===== src/rtl/load_store_unit.sv =====
// Memory-stage load/store unit: effective-address generation, one req/ack memory transaction, load and base writeback.
// Optional watchdog abort of a stuck REQ phase is enabled by defining LSU_WATCHDOG_EN.
module load_store_unit #(
  parameter int TIMEOUT_CYCLES = 16
) (
  input  logic        clk,
  input  logic        rst_n,
  input  logic        req_valid,
  output logic        req_ready,
  input  logic        req_wr,
  input  logic        req_add,
  input  logic        req_pre,
  input  logic        req_wback,
  input  logic        req_byte,
  input  logic [31:0] req_base,
  input  logic [31:0] req_offset,
  input  logic [31:0] req_wdata,
  input  logic [3:0]  req_rd,
  input  logic [3:0]  req_rn,
  output logic        mem_req,
  output logic        mem_we,
  output logic [31:0] mem_addr,
  output logic [3:0]  mem_be,
  output logic [31:0] mem_wdata,
  input  logic        mem_ack,
  input  logic [31:0] mem_rdata,
  output logic        wb_valid,
  output logic [3:0]  wb_addr,
  output logic [31:0] wb_data,
  output logic        base_wb_valid,
  output logic [3:0]  base_wb_addr,
  output logic [31:0] base_wb_data,
  output logic        stall,
  output logic        err
);

  typedef enum logic [1:0] {IDLE, REQ, DONE} state_t;

  state_t      state_q, state_d;
  logic [31:0] ea, accessAddr;
  logic        wr_q, byte_q, baseWb_q;
  logic [31:0] addr_q, wdata_q, ea_q, rdata_q;
  logic [3:0]  be_q, rd_q, rn_q;
  logic [7:0]  loadByte;
  logic        timeout, abort, inReq, inDone;

  assign ea         = req_add ? (req_base + req_offset) : (req_base - req_offset);
  assign accessAddr = req_pre ? ea : req_base;

`ifdef LSU_WATCHDOG_EN
  logic [31:0] cnt_q;
  logic        abort_q;

  assign timeout = (state_q == REQ) && !mem_ack && (cnt_q == 32'(TIMEOUT_CYCLES - 1));
  assign abort   = abort_q;

  // abort_q remembers whether the REQ cycle that led into DONE was a timeout
  always_ff @(posedge clk or negedge rst_n) begin
    if (!rst_n) begin
      cnt_q   <= '0;
      abort_q <= 1'b0;
    end else begin
      cnt_q   <= (state_q == REQ) ? cnt_q + 32'd1 : '0;
      abort_q <= timeout;
    end
  end
`else
  logic unused_timeout;
  assign unused_timeout = ^TIMEOUT_CYCLES;
  assign timeout        = 1'b0;
  assign abort          = 1'b0;
`endif

  always_ff @(posedge clk or negedge rst_n) begin
    if (!rst_n) state_q <= IDLE;
    else        state_q <= state_d;
  end

  always_comb begin
    state_d = state_q;
    case (state_q)
      IDLE:    if (req_valid) state_d = REQ;
      REQ:     if (mem_ack || timeout) state_d = DONE;
      DONE:    state_d = IDLE;
      default: state_d = IDLE;
    endcase
  end

  // Bus-side address, enables and data are formatted once at capture so they stay stable through REQ
  always_ff @(posedge clk or negedge rst_n) begin
    if (!rst_n) begin
      wr_q     <= 1'b0;
      byte_q   <= 1'b0;
      baseWb_q <= 1'b0;
      addr_q   <= '0;
      wdata_q  <= '0;
      ea_q     <= '0;
      rdata_q  <= '0;
      be_q     <= '0;
      rd_q     <= '0;
      rn_q     <= '0;
    end else begin
      if (state_q == IDLE && req_valid) begin
        wr_q     <= req_wr;
        byte_q   <= req_byte;
        baseWb_q <= !req_pre || req_wback;
        ea_q     <= ea;
        rd_q     <= req_rd;
        rn_q     <= req_rn;
        if (req_byte) begin
          addr_q  <= accessAddr;
          be_q    <= 4'b0001 << accessAddr[1:0];
          wdata_q <= {4{req_wdata[7:0]}};
        end else begin
          addr_q  <= {accessAddr[31:2], 2'b00};
          be_q    <= 4'hF;
          wdata_q <= req_wdata;
        end
      end
      if (state_q == REQ && mem_ack) rdata_q <= mem_rdata;
    end
  end

  assign loadByte = rdata_q[{addr_q[1:0], 3'b000} +: 8];
  assign inReq    = (state_q == REQ);
  assign inDone   = (state_q == DONE) && !abort;

  assign req_ready     = (state_q == IDLE);
  assign stall         = (state_q != IDLE);
  assign err           = (state_q == DONE) && abort;
  assign mem_req       = inReq;
  assign mem_we        = inReq && wr_q;
  assign mem_addr      = inReq ? addr_q : '0;
  assign mem_be        = inReq ? be_q : '0;
  assign mem_wdata     = inReq ? wdata_q : '0;

  // A load into its own base register keeps the loaded value, so the base update is dropped
  assign wb_valid      = inDone && !wr_q;
  assign wb_addr       = wb_valid ? rd_q : '0;
  assign wb_data       = !wb_valid ? '0 : (byte_q ? {24'h0, loadByte} : rdata_q);
  assign base_wb_valid = inDone && baseWb_q && !(!wr_q && (rd_q == rn_q));
  assign base_wb_addr  = base_wb_valid ? rn_q : '0;
  assign base_wb_data  = base_wb_valid ? ea_q : '0;

endmodule


===== config.mk =====
export PLATFORM = sky130hd
export DESIGN_NAME = load_store_unit
export DESIGN_NICKNAME = d
export VERILOG_FILES = /design/src/rtl/load_store_unit.sv
export SDC_FILE = /design/constraint.sdc
export NUM_CORES = 1
export LEC_CHECK = 0
export CAP_MARGIN = 0
export CORE_ASPECT_RATIO = 0.75
export CORE_MARGIN = 2
export CORE_UTILIZATION = 48
export DETAILED_ROUTE_END_ITERATION = 6
export GPL_TIMING_DRIVEN = 1
export PLACE_DENSITY_LB_ADDON = 0.25
export SETUP_SLACK_MARGIN = 0.1
export SYNTH_ARGS = -nofsm -noshare
export SYNTH_HDL_FRONTEND = slang
export SYNTH_SLANG_ARGS = --single-unit

===== constraint.sdc =====
create_clock -name clk -period 2.2 [get_ports clk]
set_input_delay 0.33 -clock clk [delete_from_list [all_inputs] [get_ports clk]]
set_output_delay 0.33 -clock clk [all_outputs]
set_load 0.005 [all_outputs]

==> flow_metrics.tcl, run 1 <==
set metrics [dict create \
    p_int_uw 9980 \
    rsz0062_at_grt "true" \
    endpoint_kind "register" \
    design_area_um2 17000 \
    clock.fmax_mhz 277 \
    grt_util_all_layers_pct 36.6 \
    synth_seq_cells 145 \
    tightest_slew_ns 0.583 \
    r2r_slack_ns 0.22 \
    power.density_nw_per_um2 948 \
    placed_cell_area_um2 14600 \
    hpwl_um 25300 \
    synth_fp_nets 1312 \
    place_inst 1815 \
    total_power_uw 16200 \
    netlist.area_leader.share_pct 37.4 \
    rr_worst_depth 7 \
    whs_ns 0.366 \
    final_core_util_pct 86.9 \
    synthTopCellsByCount "nand2_1, dfrtp_1, and2_1" \
    post-route-worst-setup-slack_ns -1.41 \
    clk_pin_slew_ns 0.08 \
    finalNetCount 1875 \
    fin_skew_ns 0.0149 \
    synth.most_common_cell "nand2_1" \
    grt_start_max_net_pins 50 \
    setup_viol 121 \
    critPathMaxFanout 5 \
    die_x_um 168 \
    outcome "finished with violations" \
    grt_pass1_wl_um 60800 \
    ir_drop_mv 0.754 \
    first_pass_iters 6 \
    power.switching_uw 6170 \
    relSlewSlack_pct 61.1 \
    routedWlPerCell_um 22.9 \
    port_buffers 290 \
    drc 0 \
    netlist_top_cells_area "dfrtp_1, and2_1, nand2_1" \
    synth-main-ff-cell "dfrtp_1" \
    antenna_left 0 \
    violations "negative setup slack" \
    p_leak_uw 0.00827 \
    synth_cells 1127 \
    p_comb_share_pct 49.5 \
    start_util_pct 49.5 \
    ys_seq_area_share_pct 37.4 \
    post-route-period-util_pct 164 \
    worstSetupPathType "in2reg" \
    die_height_um 127 \
    holdCritPathClass "in2async" \
    area_growth_pct 75.6 \
    htreeDepth 4 \
    cts_buffers 17 \
    power_frac_clock_pct 19.9 \
    antenna_found_initial 0 \
    place.gp.congestion 0.910 \
    min_period_ns 3.61 \
    avgSynthCellArea_um2 8.61 \
    synth-edff-count 0 \
    synth_area_um2 9700 \
    cts.sinks 145 \
    via_per_inst 5.90 \
    worstPathRequired_ns 2.49 \
    maxSlewViolCount 0 \
    reg2reg_to "addr_q[30]$_DFFE_PN0P_" \
    cts_root_buf "clkbuf_16" \
    maxCapViolations 0 \
    first_iter_violations 1288 \
    die-area_um2 21400 \
    layout-drive-gt1-share_pct 43.5 \
    critPathSlowestCell "or4_4" \
    instances_no_fill 1956 \
    num_rows 44 \
    overflow 0 \
    cts_buffer_depth 2 \
    p_seq_share_pct 30.6 \
    crit_arrival_ns 3.91 \
    grt_pass1_vias 11000 \
    vias 11500 \
    ios 292 \
    drt-total-wl_um 44700 \
    path_cells "buf_6 -> or4_4 -> nor3_1 -> nand3_1 -> nor2_1 -> nor2_1 -> xor2_1 -> ha_1 -> and4_1 -> a221o_1 -> a31oi_4 -> o21a_1 -> o221ai_4 -> buf_6 -> o211ai_1 -> nand3_1" \
    r2r_start "state_q[0]$_DFFE_PN0P_" \
    start_kind "input pin" \
    final-hold-violation-count 0 \
    cts_tree "built" \
    swShare_pct 38.2 \
    yosysUniqueCellTypes 55 \
    synthArstFlopShare_pct 100 \
    yosysTopAreaCell "dfrtp_1" \
    cp_slowest_stage_delay_ns 0.57 \
    yosys_warnings 0 \
    core_um2 19600 \
    clock_latency_ns 0.43 \
]
[layout by cell type, fill, tap and decap left out, types with 19 or more instances in the layout]
| cell | n |
|---|---|
| inv_1 | 35 |
| and2_1 | 57 |
| and2_4 | 80 |
| nor2_1 | 32 |
| o21ai_2 | 19 |
| dfrtp_1 | 142 |
| o21ai_0 | 41 |
| buf_2 | 26 |
| a21oi_1 | 45 |
| a21o_1 | 19 |
| clkbuf_2 | 36 |
| nand2_1 | 183 |
| ha_1 | 34 |
| clkdlybuf4s50_1 | 131 |
| o21ai_1 | 35 |
| xor2_1 | 30 |
| buf_4 | 232 |
| buf_6 | 141 |
| mux2_2 | 35 |
| mux2i_1 | 49 |
[layout make-up]
type	count	area, um2
antenna	1	2.50
clock buffer	17	425
clock inverter	14	204
fill	902	2570
inverter	40	168
multi-input combinational	875	6610
sequential	145	3630
tap	253	317
timing repair buffer	611	5670
[per-stage QoR]
step           setup TNS, ns  setup WS, ns
6_report              -70.97         -1.41
5_1_grt               -82.04         -1.59
4_1_cts               -57.73         -1.18
3_5_place_dp          -94.36         -2.01
3_3_place_gp          -89.87         -1.91
2_1_floorplan         -42.19         -1.35
[routing by layer]
layer / up-vias / GRT usage [%] / share of wire, %
met2: 775 / 61.3 / 47
met1: 5590 / 45.7 / 38
li1: 4957 / - / -
met4: 0 / 16.5 / 5.8
met5: - / 0 / 0
met3: 210 / 8.12 / 9.4
[kinds of logic after synthesis]
| kind of cell | Yosys count | share of synthesized area, % |
|---|---|---|
| buffers and inverters | 107 | 4.18 |
| adder cells (fa/ha/maj) | 40 | 5.24 |
| XOR/XNOR | 62 | 5.68 |
| flip-flops | 145 | 37.4 |
| other | 1 | 0.0387 |
| AND/OR/NAND/NOR | 452 | 23.5 |
| multiplexers | 90 | 9.80 |
| AO/OA/AOI/OAI | 230 | 14.1 |
[flip-flops by register name (all words and copies together) (netlist names)]
signal / flops
rdata_q: 32
rd_q: 4
addr_q: 32
ea_q: 32
baseWb_q: 1
state_q: 2
wdata_q: 32
wr_q: 1
be_q: 4
byte_q: 1
rn_q: 4
[critical path: cells and delay by family]
| kind | cells | cell delay [ns] |
|---|---|---|
| simple gates | 7 | 1.56 |
| compound gates | 5 | 1.19 |
| fa+ha+maj | 1 | 0.32 |
| buf+inv | 2 | 0.25 |
| xor+xnor | 1 | 0.25 |
[power by group through the flow]
stage / Clock [uW] / Sequential, uW / Combinational, uW
final: 3210 / 4940 / 8000
after global routing: 3310 / 5030 / 8410
after CTS: 3170 / 4700 / 6900
after detailed placement: 0 / 4660 / 6020
after global placement: 0 / 4580 / 5850
after floorplan: 0 / 4390 / 3120
[worst max-delay path by stage]
stage                        from  cells after the start                     end
floorplan           req_offset[5]                     13  addr_q[30]$_DFFE_PN0P_
global placement    req_offset[5]                     14    ea_q[30]$_DFFE_PN0P_
detailed placement  req_offset[5]                     15  addr_q[26]$_DFFE_PN0P_
CTS                 req_offset[4]                     17    ea_q[31]$_DFFE_PN0P_
global route        req_offset[4]                     16    ea_q[30]$_DFFE_PN0P_
finish              req_offset[4]                     16    ea_q[30]$_DFFE_PN0P_
[repair_timing]
item | CTS | global route
pin swaps | 85 | 68
hold buffers | 1 | 0
setup buffers | 68 | 47
resized for setup | 658 | 275
hold endpoints to repair | 34 | 0
setup endpoints to repair | 208 | 196
gates cloned | 13 | 1
No activity file was read; power rests on OpenSTA's default activity.
==> run 2, diff against run 1 <==
--- a/config.mk
+++ b/config.mk
@@ -6,7 +6,6 @@
 export NUM_CORES = 1
 export LEC_CHECK = 0
 export CAP_MARGIN = 0
-export CORE_ASPECT_RATIO = 0.75
 export CORE_MARGIN = 2
 export CORE_UTILIZATION = 48
 export DETAILED_ROUTE_END_ITERATION = 6
==> run 2 against run 1 <==
Net effect:
- the flow still finishes with violations (negative setup slack)
- clock skew fell by 0.0074 ns
- largest power group unchanged
- sequential power barely moved
- highest routed layer is now met5
- register-to-register slack got worse by 0.16 ns
- worst hold slack got worse by 0.12 ns
- power fell by 0.14%
- combinational power rose by 3.4%
==> flow_metrics.tcl, run 2 (synthesized netlist as in run 1, its figures left out) <==
set metrics [dict create \
    cts_buffers 17 \
    setup_viol 136 \
    crit_arrival_ns 3.80 \
    finalSetupTns_ns -74.73 \
    post-route-worst-setup-slack_ns -1.29 \
    die-area_um2 21400 \
    cts.sinks 145 \
    place.gp.congestion 0.937 \
    worstSetupPathType "in2reg" \
    fin_skew_ns 0.00747 \
    clk_pin_slew_ns 0.06 \
    drc 0 \
    tightest_slew_ns 0.724 \
    routedWlPerCell_um 23.3 \
    maxSlewViolCount 0 \
    maxCapViolations 0 \
    cts_root_buf "clkbuf_16" \
    fillerInstances 868 \
    rsz0062_at_grt "true" \
    most-common-layout-cells "buf_4, nand2_1, buf_6, dfrtp_1, clkdlybuf4s50_1" \
    hp-start "req_pre" \
    die_height_um 146 \
    first_pass_iters 5 \
    htreeDepth 4 \
    endpoint_kind "register" \
    grt_pass1_vias 11200 \
    power.density_nw_per_um2 931 \
    holdCritPathClass "in2reg" \
    final-hold-violation-count 0 \
    port_buffers 290 \
    start_util_pct 49.4 \
    p_leak_uw 0.00836 \
    layout_commonest_cell "buf_4" \
    ff_latch_area_um2 3630 \
    violations "negative setup slack" \
    area_growth_pct 78.6 \
    grt_util_all_layers_pct 35.6 \
    via_per_inst 5.89 \
    grt_start_max_net_pins 61 \
    r2r_start "state_q[0]$_DFFE_PN0P_" \
    crit_start "req_offset[4]" \
    cts_buffer_depth 2 \
    core_um2 19700 \
    die_x_um 146 \
    overflow 0 \
    first_iter_violations 1063 \
    worstPathRequired_ns 2.51 \
    critPathMaxFanout 3 \
    grt_pass1_wl_um 60800 \
    hpwl_um 24300 \
    cts_tree "built" \
    relSlewSlack_pct 51.7 \
    finalNetCount 1886 \
    placed_cell_area_um2 14500 \
    clock_latency_ns 0.42 \
    antenna_found_initial 3 \
    multi_input_area_um2 6740 \
    num_rows 51 \
    outcome "finished with violations" \
    clock.fmax_mhz 286 \
    drt-total-wl_um 46200 \
    antenna_left 0 \
    whs_ns 0.243 \
    ios 292 \
    post-place-ws_ns -1.97 \
    start_kind "input pin" \
    layout-drive-gt1-share_pct 46.0 \
    post-route-period-util_pct 159 \
    design_area_um2 17300 \
    ir_drop_mv 0.627 \
    min_period_ns 3.49 \
    vias 11700 \
    total_power_uw 16100 \
]
## run 2: per-stage QoR
stage | utilization [%] | instances
floorplan | - | 1127
global placement | 74.0 | 1822
finish | 88.1 | 1981
detailed placement | 74.0 | 1822
CTS | 83.5 | 1944
global route | 88.1 | 1980
## run 2: metal layers
layer	up-vias	global-route usage, %	wire length [um]
met2	847	62.7	22200
met1	5585	43.1	16500
met5	-	0	13
met3	256	6.56	4330
met4	2	14.7	3060
li1	4977	-	-
## run 2: report_power, final
| part | total, uW | internal, uW | leakage [uW] | switching (uW) |
|---|---|---|---|---|
| Combinational | 8270 | 4280 | 0.00634 | 3990 |
| Clock | 2900 | 1720 | 0.000272 | 1180 |
| Sequential | 4960 | 3920 | 0.00176 | 1040 |
| Total | 16100 | 9920 | 0.00836 | 6210 |
## run 2: final timing paths
check,end,slack (ns),cells after the start
max,ea_q[27]$_DFFE_PN0P_,-1.29,19
min,baseWb_q$_DFFE_PN0P_,0.24,2
max reg2reg,wdata_q[20]$_DFFE_PN0P_,0.06,9
min reg2reg,addr_q[2]$_DFFE_PN0P_,0.47,2
max in group asynchronous,ea_q[27]$_DFFE_PN0P_,1.18,3
min in group asynchronous,rdata_q[20]$_DFFE_PN0P_,0.36,2
## run 2: layout make-up
class                      count  share of cell area, %
antenna                        2                 0.0289
clock buffer                  22                   2.68
clock inverter                10                  0.636
inverter                      40                  0.982
multi-input combinational    875                   38.9
sequential                   145                   21.0
tap                          265                   1.91
timing repair buffer         622                   33.9
## run 2: critical path, stage by stage
cell     delay (ns)
buf_6          0.09
or4_4          0.59
buf_6          0.16
inv_4          0.04
nand4_1        0.19
nor3_4         0.28
buf_4          0.17
a31oi_4        0.10
xor2_2         0.19
ha_1           0.34
nand3_2        0.10
or3_4          0.42
o22ai_4        0.16
o21ai_4        0.10
buf_6          0.14
xnor2_2        0.14
buf_4          0.15
nand2_2        0.06
nand2_1        0.05
## run 2: repair_timing
item                       4_1_cts  5_1_grt
gates cloned                    14        1
pin swaps                       95       88
hold endpoints to repair        31        0
hold buffers                     1        0
setup endpoints to repair      206      193
buffers inserted                78       55
resized for setup              618      390
